==> src/rtl/ppg_pipe.sv <==
// ppg_pipe: pipelined partial-product multiple generator for the MBE radix-8
// multiplier. From one operand X it produces 1X, 2X, 3X and 4X in W = N+3 bits,
// with X zero- or sign-extended according to SIGNED. The 3X carry chain is split
// at bit LO. The low slice is added in stage 1 and the high slice plus carry in
// stage 2. A valid/ready handshake runs through every stage.
//
// Optional feature (macro PPG_NEG_EN): adds the W+1-bit negated multiples
// X_n1x..X_n4x and a third register stage. Latency then becomes 3.
//
// Ports:
//   clk        in   1     clock, rising edge
//   rst        in   1     asynchronous, active-high reset
//   in_valid   in   1     X is valid this cycle
//   in_ready   out  1     stage 1 can accept this cycle
//   X          in   N+1   operand
//   out_valid  out  1     result multiples valid
//   out_ready  in   1     downstream accepts this cycle
//   X_1x..X_4x out  N+3   1X, 2X, 3X, 4X
//   X_n1x..X_n4x out N+4  negated multiples (PPG_NEG_EN only)
module ppg_pipe #(
   parameter int unsigned N      = 23,
   parameter int unsigned SIGNED = 0,
   parameter int unsigned LO     = 13
) (
   input  logic         clk,
   input  logic         rst,
   input  logic         in_valid,
   output logic         in_ready,
   input  logic [N:0]   X,
   output logic         out_valid,
   input  logic         out_ready,
   output logic [N+2:0] X_1x,
   output logic [N+2:0] X_2x,
   output logic [N+2:0] X_3x,
   output logic [N+2:0] X_4x
`ifdef PPG_NEG_EN
   ,
   output logic [N+3:0] X_n1x,
   output logic [N+3:0] X_n2x,
   output logic [N+3:0] X_n3x,
   output logic [N+3:0] X_n4x
`endif
);

   localparam int unsigned W  = N + 3;
   localparam int unsigned HW = W - LO;

   // stage 1 inputs
   logic [W-1:0]  ext_x;
   logic [W-1:0]  x2_d;
   logic [W-1:0]  x4_d;
   logic [LO:0]   lo_sum;

   // stage 1 registers
   logic          s1_valid_q, s1_valid_d;
   logic [W-1:0]  s1_x1_q, s1_x2_q, s1_x4_q;
   logic [LO-1:0] s1_lo_q;
   logic          s1_c_q;

   // 3X assembly from the stage-1 slices
   logic [HW-1:0] hi_sum;
   logic [W-1:0]  x3_d;

   // output registers
   logic          out_valid_q, out_valid_d;
   logic [W-1:0]  o1_q, o2_q, o3_q, o4_q;

   // handshake
   logic          out_adv;
   logic          s2_adv;
   logic          accept;

   always_comb begin
      ext_x  = (SIGNED != 0) ? {{2{X[N]}}, X} : {2'b00, X};
      x2_d   = ext_x << 1;
      x4_d   = ext_x << 2;
      lo_sum = {1'b0, ext_x[LO-1:0]} + {1'b0, x2_d[LO-1:0]};
   end

   always_comb begin
      hi_sum = s1_x1_q[W-1:LO] + s1_x2_q[W-1:LO] + HW'(s1_c_q);
      x3_d   = {hi_sum, s1_lo_q};
   end

`ifdef PPG_NEG_EN
   // W+1-bit extension of a W-bit multiple, following the operand signedness
   function automatic logic [W:0] sext(input logic [W-1:0] v);
      return {((SIGNED != 0) && v[W-1]), v};
   endfunction

   logic          s2_valid_q, s2_valid_d;
   logic [W-1:0]  s2_x1_q, s2_x2_q, s2_x3_q, s2_x4_q;
   logic [W:0]    s2_n1_q, s2_n2_q, s2_n4_q;
   logic [W:0]    n1_q, n2_q, n3_q, n4_q;
`endif

   // The stage-2 advance condition is the output advance in the 2-stage build.
   // With the negation stage it also looks through the middle stage.
   always_comb begin
      out_adv     = !out_valid_q || out_ready;
`ifdef PPG_NEG_EN
      s2_adv      = !s2_valid_q || out_adv;
      s2_valid_d  = s2_adv ? s1_valid_q : s2_valid_q;
      out_valid_d = out_adv ? s2_valid_q : out_valid_q;
`else
      s2_adv      = out_adv;
      out_valid_d = out_adv ? s1_valid_q : out_valid_q;
`endif
      in_ready    = !s1_valid_q || s2_adv;
      accept      = in_valid && in_ready;
      s1_valid_d  = accept || (s1_valid_q && !s2_adv);
   end

   always_ff @(posedge clk or posedge rst) begin
      if (rst) begin
         s1_valid_q  <= 1'b0;
         out_valid_q <= 1'b0;
`ifdef PPG_NEG_EN
         s2_valid_q  <= 1'b0;
`endif
      end else begin
         s1_valid_q  <= s1_valid_d;
         out_valid_q <= out_valid_d;
`ifdef PPG_NEG_EN
         s2_valid_q  <= s2_valid_d;
`endif
      end
   end

   always_ff @(posedge clk or posedge rst) begin
      if (rst) begin
         s1_x1_q <= '0;
         s1_x2_q <= '0;
         s1_x4_q <= '0;
         s1_lo_q <= '0;
         s1_c_q  <= 1'b0;
      end else if (accept) begin
         s1_x1_q <= ext_x;
         s1_x2_q <= x2_d;
         s1_x4_q <= x4_d;
         s1_lo_q <= lo_sum[LO-1:0];
         s1_c_q  <= lo_sum[LO];
      end
   end

`ifdef PPG_NEG_EN
   always_ff @(posedge clk or posedge rst) begin
      if (rst) begin
         s2_x1_q <= '0;
         s2_x2_q <= '0;
         s2_x3_q <= '0;
         s2_x4_q <= '0;
         s2_n1_q <= '0;
         s2_n2_q <= '0;
         s2_n4_q <= '0;
      end else if (s2_adv && s1_valid_q) begin
         s2_x1_q <= s1_x1_q;
         s2_x2_q <= s1_x2_q;
         s2_x3_q <= x3_d;
         s2_x4_q <= s1_x4_q;
         s2_n1_q <= -sext(s1_x1_q);
         s2_n2_q <= -sext(s1_x2_q);
         s2_n4_q <= -sext(s1_x4_q);
      end
   end

   // -3X needs the fully assembled 3X, so it is formed one stage later
   always_ff @(posedge clk or posedge rst) begin
      if (rst) begin
         o1_q <= '0;
         o2_q <= '0;
         o3_q <= '0;
         o4_q <= '0;
         n1_q <= '0;
         n2_q <= '0;
         n3_q <= '0;
         n4_q <= '0;
      end else if (out_adv && s2_valid_q) begin
         o1_q <= s2_x1_q;
         o2_q <= s2_x2_q;
         o3_q <= s2_x3_q;
         o4_q <= s2_x4_q;
         n1_q <= s2_n1_q;
         n2_q <= s2_n2_q;
         n3_q <= -sext(s2_x3_q);
         n4_q <= s2_n4_q;
      end
   end

   assign X_n1x = n1_q;
   assign X_n2x = n2_q;
   assign X_n3x = n3_q;
   assign X_n4x = n4_q;
`else
   always_ff @(posedge clk or posedge rst) begin
      if (rst) begin
         o1_q <= '0;
         o2_q <= '0;
         o3_q <= '0;
         o4_q <= '0;
      end else if (s2_adv && s1_valid_q) begin
         o1_q <= s1_x1_q;
         o2_q <= s1_x2_q;
         o3_q <= x3_d;
         o4_q <= s1_x4_q;
      end
   end
`endif

   assign out_valid = out_valid_q;
   assign X_1x      = o1_q;
   assign X_2x      = o2_q;
   assign X_3x      = o3_q;
   assign X_4x      = o4_q;

endmodule

==> config.mk <==
export PLATFORM = sky130hd
export DESIGN_NAME = ppg_pipe
export DESIGN_NICKNAME = d
export VERILOG_FILES = /design/src/rtl/ppg_pipe.sv
export SDC_FILE = /design/constraint.sdc
export NUM_CORES = 1
export LEC_CHECK = 0
export CAP_MARGIN = 40
export CORE_MARGIN = 5
export CORE_UTILIZATION = 37
export CTS_BUF_LIST = sky130_fd_sc_hd__clkbuf_2 sky130_fd_sc_hd__clkbuf_4 sky130_fd_sc_hd__clkbuf_8
export DETAILED_ROUTE_END_ITERATION = 6
export SYNTH_ARGS = -nofsm -noshare
export SYNTH_HDL_FRONTEND = slang
export SYNTH_SLANG_ARGS = --single-unit
==> constraint.sdc <==
create_clock -name clk -period 3.04 [get_ports clk]
set_input_delay 0.304 -clock clk [delete_from_list [all_inputs] [get_ports clk]]
set_output_delay 0.304 -clock clk [all_outputs]
set_load 0.1 [all_outputs]
==> impl_summary.md, run 1 <==
Placement
The cell area after placement is 5710 µm². The estimated wirelength of the detail-placed design is between 8000 and 9000 µm. The routability congestion estimate is around 0.95. The number of placed instances with taps included is a little under 800. The number of input and output port buffers inserted is 127.

Routing
The number of DRC violations after detailed routing is 0. Before antenna repair, the detailed router went through 4 iterations. The routed layout has between 3,000 and 4,000 vias.

The per-cell routed wire length is approximately 14 µm. The via density per instance is roughly 4.8. The routed design has 11,500 µm of wire. The count of nets left with antenna violations once routing finished came out at 0. The first-iteration detailed-routing DRC count is around 220.

Global route
The via count of the first global-routing pass is 3,950. The overall routing resource usage is 0.159. In the global route stage, met2 resource usage came out at 0.262. The global-route wire length before repair is ~19,000 µm. The initial antenna violation count is 0. The global routing stage identified its most utilized layer as met2. For this run the aggregate overflow at the end of global routing stands at 0. The maximum number of pins on one net before global-route repair is 63.

The met3 capacity usage during global routing is 0.0361. The met1 layer usage reported by global route is 0.207.

Synth
The number of flip-flops and latches in the synthesized netlist is between 80 and 90. The synthesized area per cell is 8.65 µm². The count of distinct cell types in the synthesized netlist is 44.

In the synthesized netlist, the number of instances is roughly 550. The sequential share of the synthesized area is 0.464. The synthesis warning total is 0.

By area the synthesized netlist is led by dfrtp_1, nand2_1, buf_4, ha_1, o21ai_0. The share of synthesized area in the top cell type comes to 0.464. dfrtp_1 takes more of the synthesized area than any other cell. The cell area after technology mapping is between 4000 and 5000 µm². Counting flops with a built-in enable in the synthesized netlist gives 0. For this run, asynchronously set or reset flops after synthesis account for 1.00. In the synthesized netlist the dominant register cell turns out to be dfrtp_1.

STA
The worst hold margin is approximately 0.41 ns. At the pin with the least slew margin, the transition time is about 0.75 ns. The number of endpoints with negative hold slack in the final report is 0. Setup repair after global routing left no endpoint under its margin.

The period utilization is 0.861. The fmax is 0.382 GHz. The worst slew margin relative to its limit is 0.497.

The setup skew after layout is roughly 0.012 ns. The setup violation total in the final timing report is 0. The worst path needs ~2.6 ns of the cycle, external delays included. The max-slew violation count is 0. For the final routed database, the setup TNS stands at 0 ns.

Clocking
The maximum count of clock buffers along a single path is 2. At the later pin of the worst-skew pair, clock insertion delay measures 0.37 ns. Clock tree synthesis found a total of 88 sinks. TritonCTS created 9 clock buffers. The depth of the CTS H-tree is 3. After clock tree synthesis, the flow added hold-fix buffers numbering 0. Once the clock tree was built, the resizer swapped 0 gates to a different size. Clock-pin slew was measured on the worst setup and hold paths at roughly 0.09 ns. The post-CTS setup repair buffer count is 0. The root buffer selected by CTS is clkbuf_8. The CTS tree is built.

Die
The die covers roughly 15,000 µm². The placeable core area is 12,600 µm². During I/O placement, the number of pins put on the boundary was 134. From left edge to right edge, the die measures around 120 µm. The initial cell density of the core is 0.376. After floorplanning, the core was divided into slightly above 40 placement rows. The y dimension of the die is between 100 and 150 µm.

Layout
The relative area change from synthesis to final layout is 25.3%. Once layout is done, the placed cells without fillers occupy between 5000 and 6000 µm². Of the cells placed in the final design, the portion with a size suffix greater than 1 is 0.204. The repair_antennas step left the layout with diodes totalling 0. The final net count is ~690. Once layout is complete, the cells apart from fillers number 809.

Power and ir drop
The total power per unit cell area is between 1000 and 1500 nW/µm². The worst-case IR drop observed on VDD is roughly 470 µV. The analysis attributes to cell leakage a power of 3.09 nW. The power consumption is 0.00629 W.

Critical path
Of all nets on the critical path, the largest fanout is 5. The library cell contributing the largest single delay on the critical path is dfrtp_1. Together, buffers and inverters on the worst path number 0.

The signal on the critical path passes through fa_1 -> fa_1 -> a211oi_1 -> o21ai_0 -> nor4b_1 -> or3_1 -> a31oi_1. STA classifies the critical path startpoint as a flip-flop. The critical path arrival is slightly below 3 ns. The required time of the worst setup path is 3.33 ns. The delay of the slowest cell on the worst path is between 0.4 and 0.5 ns. The most used cell along the critical path is fa_1. The setup path with the least slack is of type reg2reg.

The worst setup path is captured at a flip-flop. The family with the most delay on the worst path is adder cells.

Run status
The flow ran to the end, and the final reports show no timing, DRC or antenna violations.

Job
The tool flagged a number of max-cap violations equal to 0.

Hold path
The type of the most critical hold path is in2async.
## worst paths after layout
check / cells past startpoint / endpoint / slack (ns) / start
worst max-delay path: 7 / X_3x[23] / 0.42 / s1_x4_q[15]
worst min-delay path: 2 / X_3x[1] / 0.41 / rst
worst max register to register: 7 / X_3x[23] / 0.42 / s1_x4_q[15]
worst min register to register: 2 / X_4x[9] / 0.47 / s1_x4_q[9]
max in group asynchronous: 3 / s1_x4_q[4] / 1.90 / rst
min in group clk: 3 / s1_x4_q[23] / 0.47 / X[21]
## cells by family after synthesis
group,after synthesis,share of synthesized area
other cells,1,0.000790
buf+inv,80,0.107
fa+ha+maj,27,0.0759
mux,1,0.00211
flops,88,0.464
compound gates,79,0.105
xor+xnor,13,0.0240
simple gates,260,0.222
## worst register-to-register path, stage by stage (launching register included)
cell	delay [ns]
dfrtp_1	0.46
fa_1	0.46
fa_1	0.45
a211oi_1	0.29
o21ai_0	0.20
nor4b_1	0.19
or3_1	0.34
a31oi_1	0.16
## power breakdown
| part | switching (W) | leakage (nW) | total (W) | internal (W) |
|---|---|---|---|---|
| Clock | 0.000440 | 0.124 | 0.000989 | 0.000549 |
| Sequential | 0.000197 | 1.08 | 0.00162 | 0.00142 |
| Combinational | 0.00289 | 1.88 | 0.00368 | 0.000791 |
| Total | 0.00353 | 3.09 | 0.00629 | 0.00276 |
## layout by cell type (no fill, tap or decap), types with 6 or more instances in the layout
cell type        instances
xnor2_1                  6
o21ai_0                 25
a21oi_1                 18
nand2_1                220
buf_4                  102
dfrtp_1                 88
xor2_1                   7
nor2_1                  13
clkbuf_8                 9
buf_8                    7
a21o_1                  11
ha_1                    24
conb_1                   6
clkdlybuf4s50_1         34
## synth_stat cells (6+ instances only)
cell / n
clkbuf_1: 17
nor2_1: 13
ha_1: 24
nand2_1: 221
buf_4: 55
xnor2_1: 6
o21ai_0: 25
dfrtp_1: 88
xor2_1: 7
a21o_1: 11
a21oi_1: 18
## sequential cells by signal, indices dropped and copies added (netlist names)
signal      cells
s1_x4_q        23
X_4x           23
s1_c_q          1
s1_lo_q        13
out_valid       1
X_3x           26
s1_valid_q      1
## layer usage
metal | vias up | routed length, µm
met2 | 116 | 5520
li1 | 1905 | -
met1 | 1844 | 5080
met4 | 0 | 210
met5 | - | 0
met3 | 14 | 669
## area by class of cell
class,count,area (µm²)
fill,1264,6670
sequential,88,2200
multi-input combinational,386,2060
timing repair buffer,143,1210
tap,172,215
clock buffer,9,124
clock inverter,7,118
inverter,4,17.5
## stage by stage
stage | setup slack, ns | utilization
floorplan | 0.0225 | -
global placement | 0.511 | 0.444
detailed placement | 0.427 | 0.452
CTS | 0.391 | 0.471
global route | 0.270 | 0.471
finish | 0.424 | 0.471
Power figures use the tool's default switching activity.
==> inputs of run 2 (changes only) <==
--- a/config.mk
+++ b/config.mk
@@ -10,6 +10,7 @@
 export CORE_UTILIZATION = 37
 export CTS_BUF_LIST = sky130_fd_sc_hd__clkbuf_2 sky130_fd_sc_hd__clkbuf_4 sky130_fd_sc_hd__clkbuf_8
 export DETAILED_ROUTE_END_ITERATION = 6
+export SLEW_MARGIN = 20
 export SYNTH_ARGS = -nofsm -noshare
 export SYNTH_HDL_FRONTEND = slang
 export SYNTH_SLANG_ARGS = --single-unit
==> run 2 against run 1 <==
  * Global-route usage unchanged
  * Clock power barely moved
  * Design area grew 0.46%
  * Critical path depth unchanged
  * Hold slack lost 0.26 ns
  * Clock-buffer cell count stayed put
  * Critical path type unchanged
==> impl_summary.md, run 2 (synthesis gave the netlist of run 1 again) <==
Routing
The per-cell routed wire length is 14.2 µm (-0.22%). The via total after detailed routing came to 3,874 (-0.13%). The number of DRC violations after detailed routing is 0 (unchanged).

The first-iteration detailed-routing DRC count came to 203 (-9.0%). The remaining number of nets flagged by the antenna check after routing is 0 (unchanged). The via density per instance is 4.78 (-0.25%). The final wirelength is 11,500 µm (about the same). The number of search-and-repair iterations in the first detailed-routing pass was 5 (+1).

STA
The number of endpoints with negative hold slack in the final report is 0 (unchanged). The setup violation total in the final timing report is 0 (unchanged). The least setup slack across all paths after layout is 0.419 ns (-0.00522 ns).

The fmax came to 0.381 GHz (-0.20%). The post-layout minimum cycle time came to 2.62 ns (+0.00522 ns). The setup skew after layout was 0.0119 ns (-0.000610 ns). The final total negative setup slack is 0 ns (unchanged). The period utilization is 0.862 (+0.00172).

The max-slew violation count is 0 (unchanged). Setup repair after global routing left no endpoint under its margin.

Critical path
By startpoint and endpoint, the worst setup path is classified as reg2reg. The critical path arrival is 2.91 ns (about the same). The slack of the worst reg-to-reg path is 0.42 ns (about the same).

The required time of the worst setup path is 3.33 ns (about the same). The startpoint type of the worst setup path is a flip-flop. The worst-path maximum fanout is 5 (unchanged). The worst setup path is captured at a flip-flop.

Clocking
The maximum count of clock buffers along a single path is 2 (unchanged). The CTS tree is built. CTS placed an instance of clkbuf_8 at the clock tree root. The count of hold buffers inserted by post-cts repair is 0 (unchanged).

The number of sinks on the clock net is 88 (unchanged). The post-CTS setup repair buffer count is 0 (unchanged). The number of clock buffers inserted by TritonCTS was 9 (unchanged). The later-pin clock latency in the skew report is 0.37 ns (about the same).

The total of cells resized after clock tree synthesis is 0 (unchanged). The depth of the CTS H-tree came to 3 (unchanged). The clock-pin transition on the worst setup and hold timing paths is 0.09 ns (about the same).

Global route
The global-route wire length before repair is 19,200 µm (unchanged). The initial antenna violation count is 0 (unchanged). The global route total overflow is 0 (unchanged). The overall routing resource usage is 0.159 (unchanged). The maximum number of pins on one net before global-route repair came to 63 (unchanged). The via count of the first global-routing pass is 3,950 (unchanged).

Layout
The library cell used most frequently in the layout, excluding fill and tap cells, is nand2_1. The final standard cell utilization of the core is 0.474 (+0.00218). The library cells used most frequently in the layout, excluding fill and tap cells, are nand2_1, buf_4, dfrtp_1. The cell area after layout is 5980 µm² (+0.46%). The antenna diode instance count is 0 (unchanged). The relative area change from synthesis to final layout is 25.8%.

The fraction of final layout cells with drive strength greater than 1 is 0.205 (+0.00125). The number of flip-flops under the largest register name is 26 (unchanged). The final net count is 688 (+0.15%).

Power and ir drop
The static leakage is 3.10 nW (+0.41%). The highest ir drop seen on vdd is 467 µV (about the same). The power consumption came to 0.00629 W (about the same). The total power per unit cell area is 1050 nW/µm² (-0.42%).

Die
The placeable core area is 12,600 µm² (unchanged). The number of rows in the core area was 41 (unchanged). The y dimension of the die is 123 µm (unchanged).

The width of the die came to 123 µm (unchanged). The I/O pin count came to 134 (unchanged). The full die area is 15,200 µm² (unchanged). The initial cell density of the core is 0.376 (unchanged).

Job
The max-capacitance violation count is 0 (unchanged).

Placement
The routability congestion estimate is 0.951 (unchanged). The post-place setup slack is 0.427 ns (unchanged). The cell area after placement is 5710 µm² (unchanged). The number of input and output port buffers inserted is 127 (unchanged). The estimated wirelength of the detail-placed design came to 8720 µm (unchanged).

Hold path
The type of the most critical hold path is in2async.

Run status
The run finished with clean final reports.
## run 2: metal layers
| metal | up-vias | GRT usage | routed length, µm |
|---|---|---|---|
| met1 | 1842 | 0.207 | 5070 |
| met2 | 111 | 0.262 | 5540 |
| li1 | 1907 | - | - |
| met5 | - | 0 | 0 |
| met3 | 14 | 0.0361 | 658 |
| met4 | 0 | 0.0533 | 198 |
## run 2: metrics by stage
step / std cells / hold WS [ns]
final: 810 / 0.150
after global routing: 810 / 0.145
after CTS: 809 / 0.441
after detailed placement: 793 / 0.461
after global placement: 786 / 0.458
after floorplan: 554 / 0.409
## run 2: path summary, 6_finish.rpt
kind                                     to         from  cells after the start
worst min register to register     X_3x[11]  s1_lo_q[11]                      2
min in group clk                s1_x4_q[23]        X[21]                      3
worst min-delay path                X_3x[1]          rst                      2
worst max-delay path               X_3x[23]  s1_x4_q[15]                      7
max in group asynchronous        s1_x4_q[4]          rst                      4
worst max register to register     X_3x[23]  s1_x4_q[15]                      7
## run 2: cell type report
class | instances | area (µm²)
Fill cell | 1263 | 6640
Multi-Input combinational cell | 386 | 2060
Sequential cell | 88 | 2200
Inverter | 4 | 17.5
Clock buffer | 9 | 124
Clock inverter | 7 | 118
Tap cell | 172 | 215
Timing Repair Buffer | 144 | 1240
## run 2: worst max-delay path, stage by stage (launching register included)
cell and delay, ns:
dfrtp_1 0.46, fa_1 0.45, fa_1 0.45, a211oi_1 0.29
o21ai_0 0.20, nor4b_1 0.19, or3_1 0.34, a31oi_1 0.16
## run 2: report_power, final
group	total (W)	switching, W	internal [W]
combinational	0.00368	0.00289	0.000795
sequential	0.00162	0.000197	0.00142
clock	0.000988	0.000439	0.000549
total	0.00629	0.00353	0.00277
==> inputs of run 3 (changes only) <==
--- a/config.mk
+++ b/config.mk
@@ -10,6 +10,7 @@
 export CORE_UTILIZATION = 37
 export CTS_BUF_LIST = sky130_fd_sc_hd__clkbuf_2 sky130_fd_sc_hd__clkbuf_4 sky130_fd_sc_hd__clkbuf_8
 export DETAILED_ROUTE_END_ITERATION = 6
+export REMOVE_ABC_BUFFERS = 1
 export SLEW_MARGIN = 20
 export SYNTH_ARGS = -nofsm -noshare
 export SYNTH_HDL_FRONTEND = slang
==> run 3 against run 2 <==
  * Global-route usage shrank 0.074 points
  * Non-clock buffer count increased by 6
  * Register-to-register slack better by 0.03 ns
  * Power decreased by 0.70%
  * Wire length about the same
  * First-iteration DRC count fell by 28%
  * Critical endpoint unchanged
  * Largest cell class unchanged
  * Highest routed layer unchanged
==> impl_summary.md, run 3 (synthesis gave the netlist of run 1 again) <==
Routing
The via density per instance is 4.71 (-1.5%). The remaining number of nets flagged by the antenna check after routing is 0 (unchanged). The final wirelength is 11,500 µm (about the same). The first-iteration detailed-routing DRC count is 146 (-28%). The via total after detailed routing is 3,843 (-0.80%). The per-cell routed wire length was 14.0 µm (-0.83%). The number of search-and-repair iterations in the first detailed-routing pass is 4 (-1). The number of DRC violations after detailed routing was 0 (unchanged).

STA
The fmax came to 0.386 GHz (+1.3%). The setup skew after layout came to 0.00590 ns (-0.00596 ns). The worst slew margin relative to its limit is 0.551. The number of endpoints with negative hold slack in the final report came to 0 (unchanged). The post-layout minimum cycle time came to 2.59 ns (-0.0339 ns). The setup violation total in the final timing report was 0 (unchanged). The worst hold margin came to 0.157 ns (+0.00680 ns). The period utilization is 0.851 (-0.0112). Setup repair after global routing left no endpoint under its margin.

The actual slew at the worst max-slew pin is between 0.6 and 0.7 ns. The max-slew violation count is 0 (unchanged).

Clocking
The count of hold buffers inserted by post-cts repair is 0 (unchanged). The later-pin clock latency in the skew report is 0.36 ns (about the same). The number of sinks on the clock net is 88 (unchanged).

The maximum count of clock buffers along a single path is 2 (unchanged). The number of clock buffers inserted by TritonCTS was 9 (unchanged). The total of cells resized after clock tree synthesis came to 0 (unchanged). TritonCTS built the clock tree. The post-CTS setup repair buffer count came to 0 (unchanged). CTS placed an instance of clkbuf_8 at the clock tree root.

The depth of the CTS H-tree is 3 (unchanged). The clock-pin transition on the worst setup and hold timing paths is 0.09 ns (about the same).

Power and ir drop
The total power per unit cell area was 1030 nW/µm² (-2.0%). The highest ir drop seen on vdd came to 437 µV (-6.5%). The static leakage is 3.12 nW (+0.78%). The power consumption is 0.00625 W (-0.70%).

Critical path
The worst setup path is captured at a flip-flop. The slack of the worst reg-to-reg path is 0.45 ns (+0.03 ns). The start point of the critical path is s1_x4_q[15]. The worst register-to-register path ends at X_3x[23]. The worst setup path is launched from a flip-flop. The startpoint of the lowest-slack register-to-register path is s1_x4_q[15]. The critical path arrival is 2.87 ns (-0.04 ns). In this run the worst setup path terminates at X_3x[23]. The required time of the worst setup path is 3.33 ns (about the same).

The worst-path maximum fanout came to 5 (unchanged). The cell count of the worst reg-to-reg path came to 7 (unchanged). The startpoint-to-endpoint class of the critical path is reg2reg.

Die
The initial cell density of the core came to 0.376 (unchanged). The full die area is 15,200 µm² (unchanged). The width of the die is 123 µm (unchanged). The placeable core area came to 12,600 µm² (unchanged). The number of rows in the core area came to 41 (unchanged). The y dimension of the die came to 123 µm (unchanged). The I/O pin count is 134 (unchanged).

Global route
The maximum number of pins on one net before global-route repair is 60 (-4.8%). The global route total overflow is 0 (unchanged). The via count of the first global-routing pass is 3,893 (-1.4%). The initial antenna violation count is 0 (unchanged). The global-route wire length before repair was 19,100 µm (-0.40%). The overall routing resource usage is 0.158 (-0.000736).

Layout
The final standard cell utilization of the core is 0.480 (+0.00644). The final net count came to 694 (+0.87%). The fraction of final layout cells with drive strength greater than 1 came to 0.205 (-0.000360).

In the layout the commonest cells are nand2_1, buf_4, dfrtp_1. Compared with the post-synthesis result, the final layout area differs by 27.6%. The antenna diode instance count is 0 (unchanged). The number of flip-flops under the largest register name came to 26 (unchanged). The leading cell type in the layout, fill and taps excluded is nand2_1.

Placement
The estimated wirelength of the detail-placed design came to 8410 µm (-3.5%). The routability congestion estimate is 0.805 (-15%). The number of input and output port buffers inserted is 127 (unchanged).

Run status
The flow ran to the end, and the final reports show no timing, DRC or antenna violations.

Job
The max-capacitance violation count came to 0 (unchanged).

Hold path
The type of the most critical hold path is in2async.
==> run 3: cell types whose count changed in the layout (fill, tap and decap cells not counted), moves of 2 or more <==
cell | before | now
buf_4 | 102 | 93
buf_8 | 7 | 14
clkdlybuf4s50_1 | 34 | 41
clkbuf_4 | 0 | 3
bufinv_16 | 3 | 1
inv_6 | 2 | 0
==> run 3: per-stage QoR <==
stage	std cells	setup slack, ns	cell area [µm²]	TNS (ns)
detailed placement	799	0.466	5840	0
CTS	815	0.446	6030	0
finish	816	0.453	6060	0
global route	816	0.340	6060	0
floorplan	478	-0.557	4280	-12.76
global placement	785	0.501	5630	0
==> run 3: area by class of cell <==
class	instances	area [µm²]
Sequential cell	88	2200
Inverter	4	17.5
Timing Repair Buffer	150	1370
Multi-Input combinational cell	386	2060
Clock buffer	12	146
Fill cell	1226	6560
Tap cell	172	215
Clock inverter	4	45.0
==> run 3: worst min path at each step <==
stage	from	end
finish	rst	X_4x[19]
CTS	X[14]	s1_x4_q[16]
global route	rst	X_4x[19]
global placement	s1_x4_q[3]	X_4x[3]
floorplan	X[0]	s1_lo_q[0]
detailed placement	s1_lo_q[8]	X_3x[8]
==> run 3: critical path, cell delays in order (launching register included) <==
cell      delay (ns)
dfrtp_1         0.46
fa_1            0.47
fa_1            0.44
a211oi_1        0.27
o21ai_0         0.18
nor4b_1         0.18
or3_1           0.34
a31oi_1         0.16
==> run 3: report_power, final <==
group / total (W) / internal, W / switching [W]
clock network: 0.000817 / 0.000404 / 0.000412
logic: 0.00381 / 0.000902 / 0.00291
registers: 0.00162 / 0.00142 / 0.000199
==> run 3: layer usage <==
layer  vias to the layer above  track usage  part of all wire
met1                      1833        0.201              0.43
met4                         0       0.0547             0.015
met5                         -            0                 0
li1                       1917            -                 -
met2                        79        0.275              0.51
met3                        14       0.0229             0.045
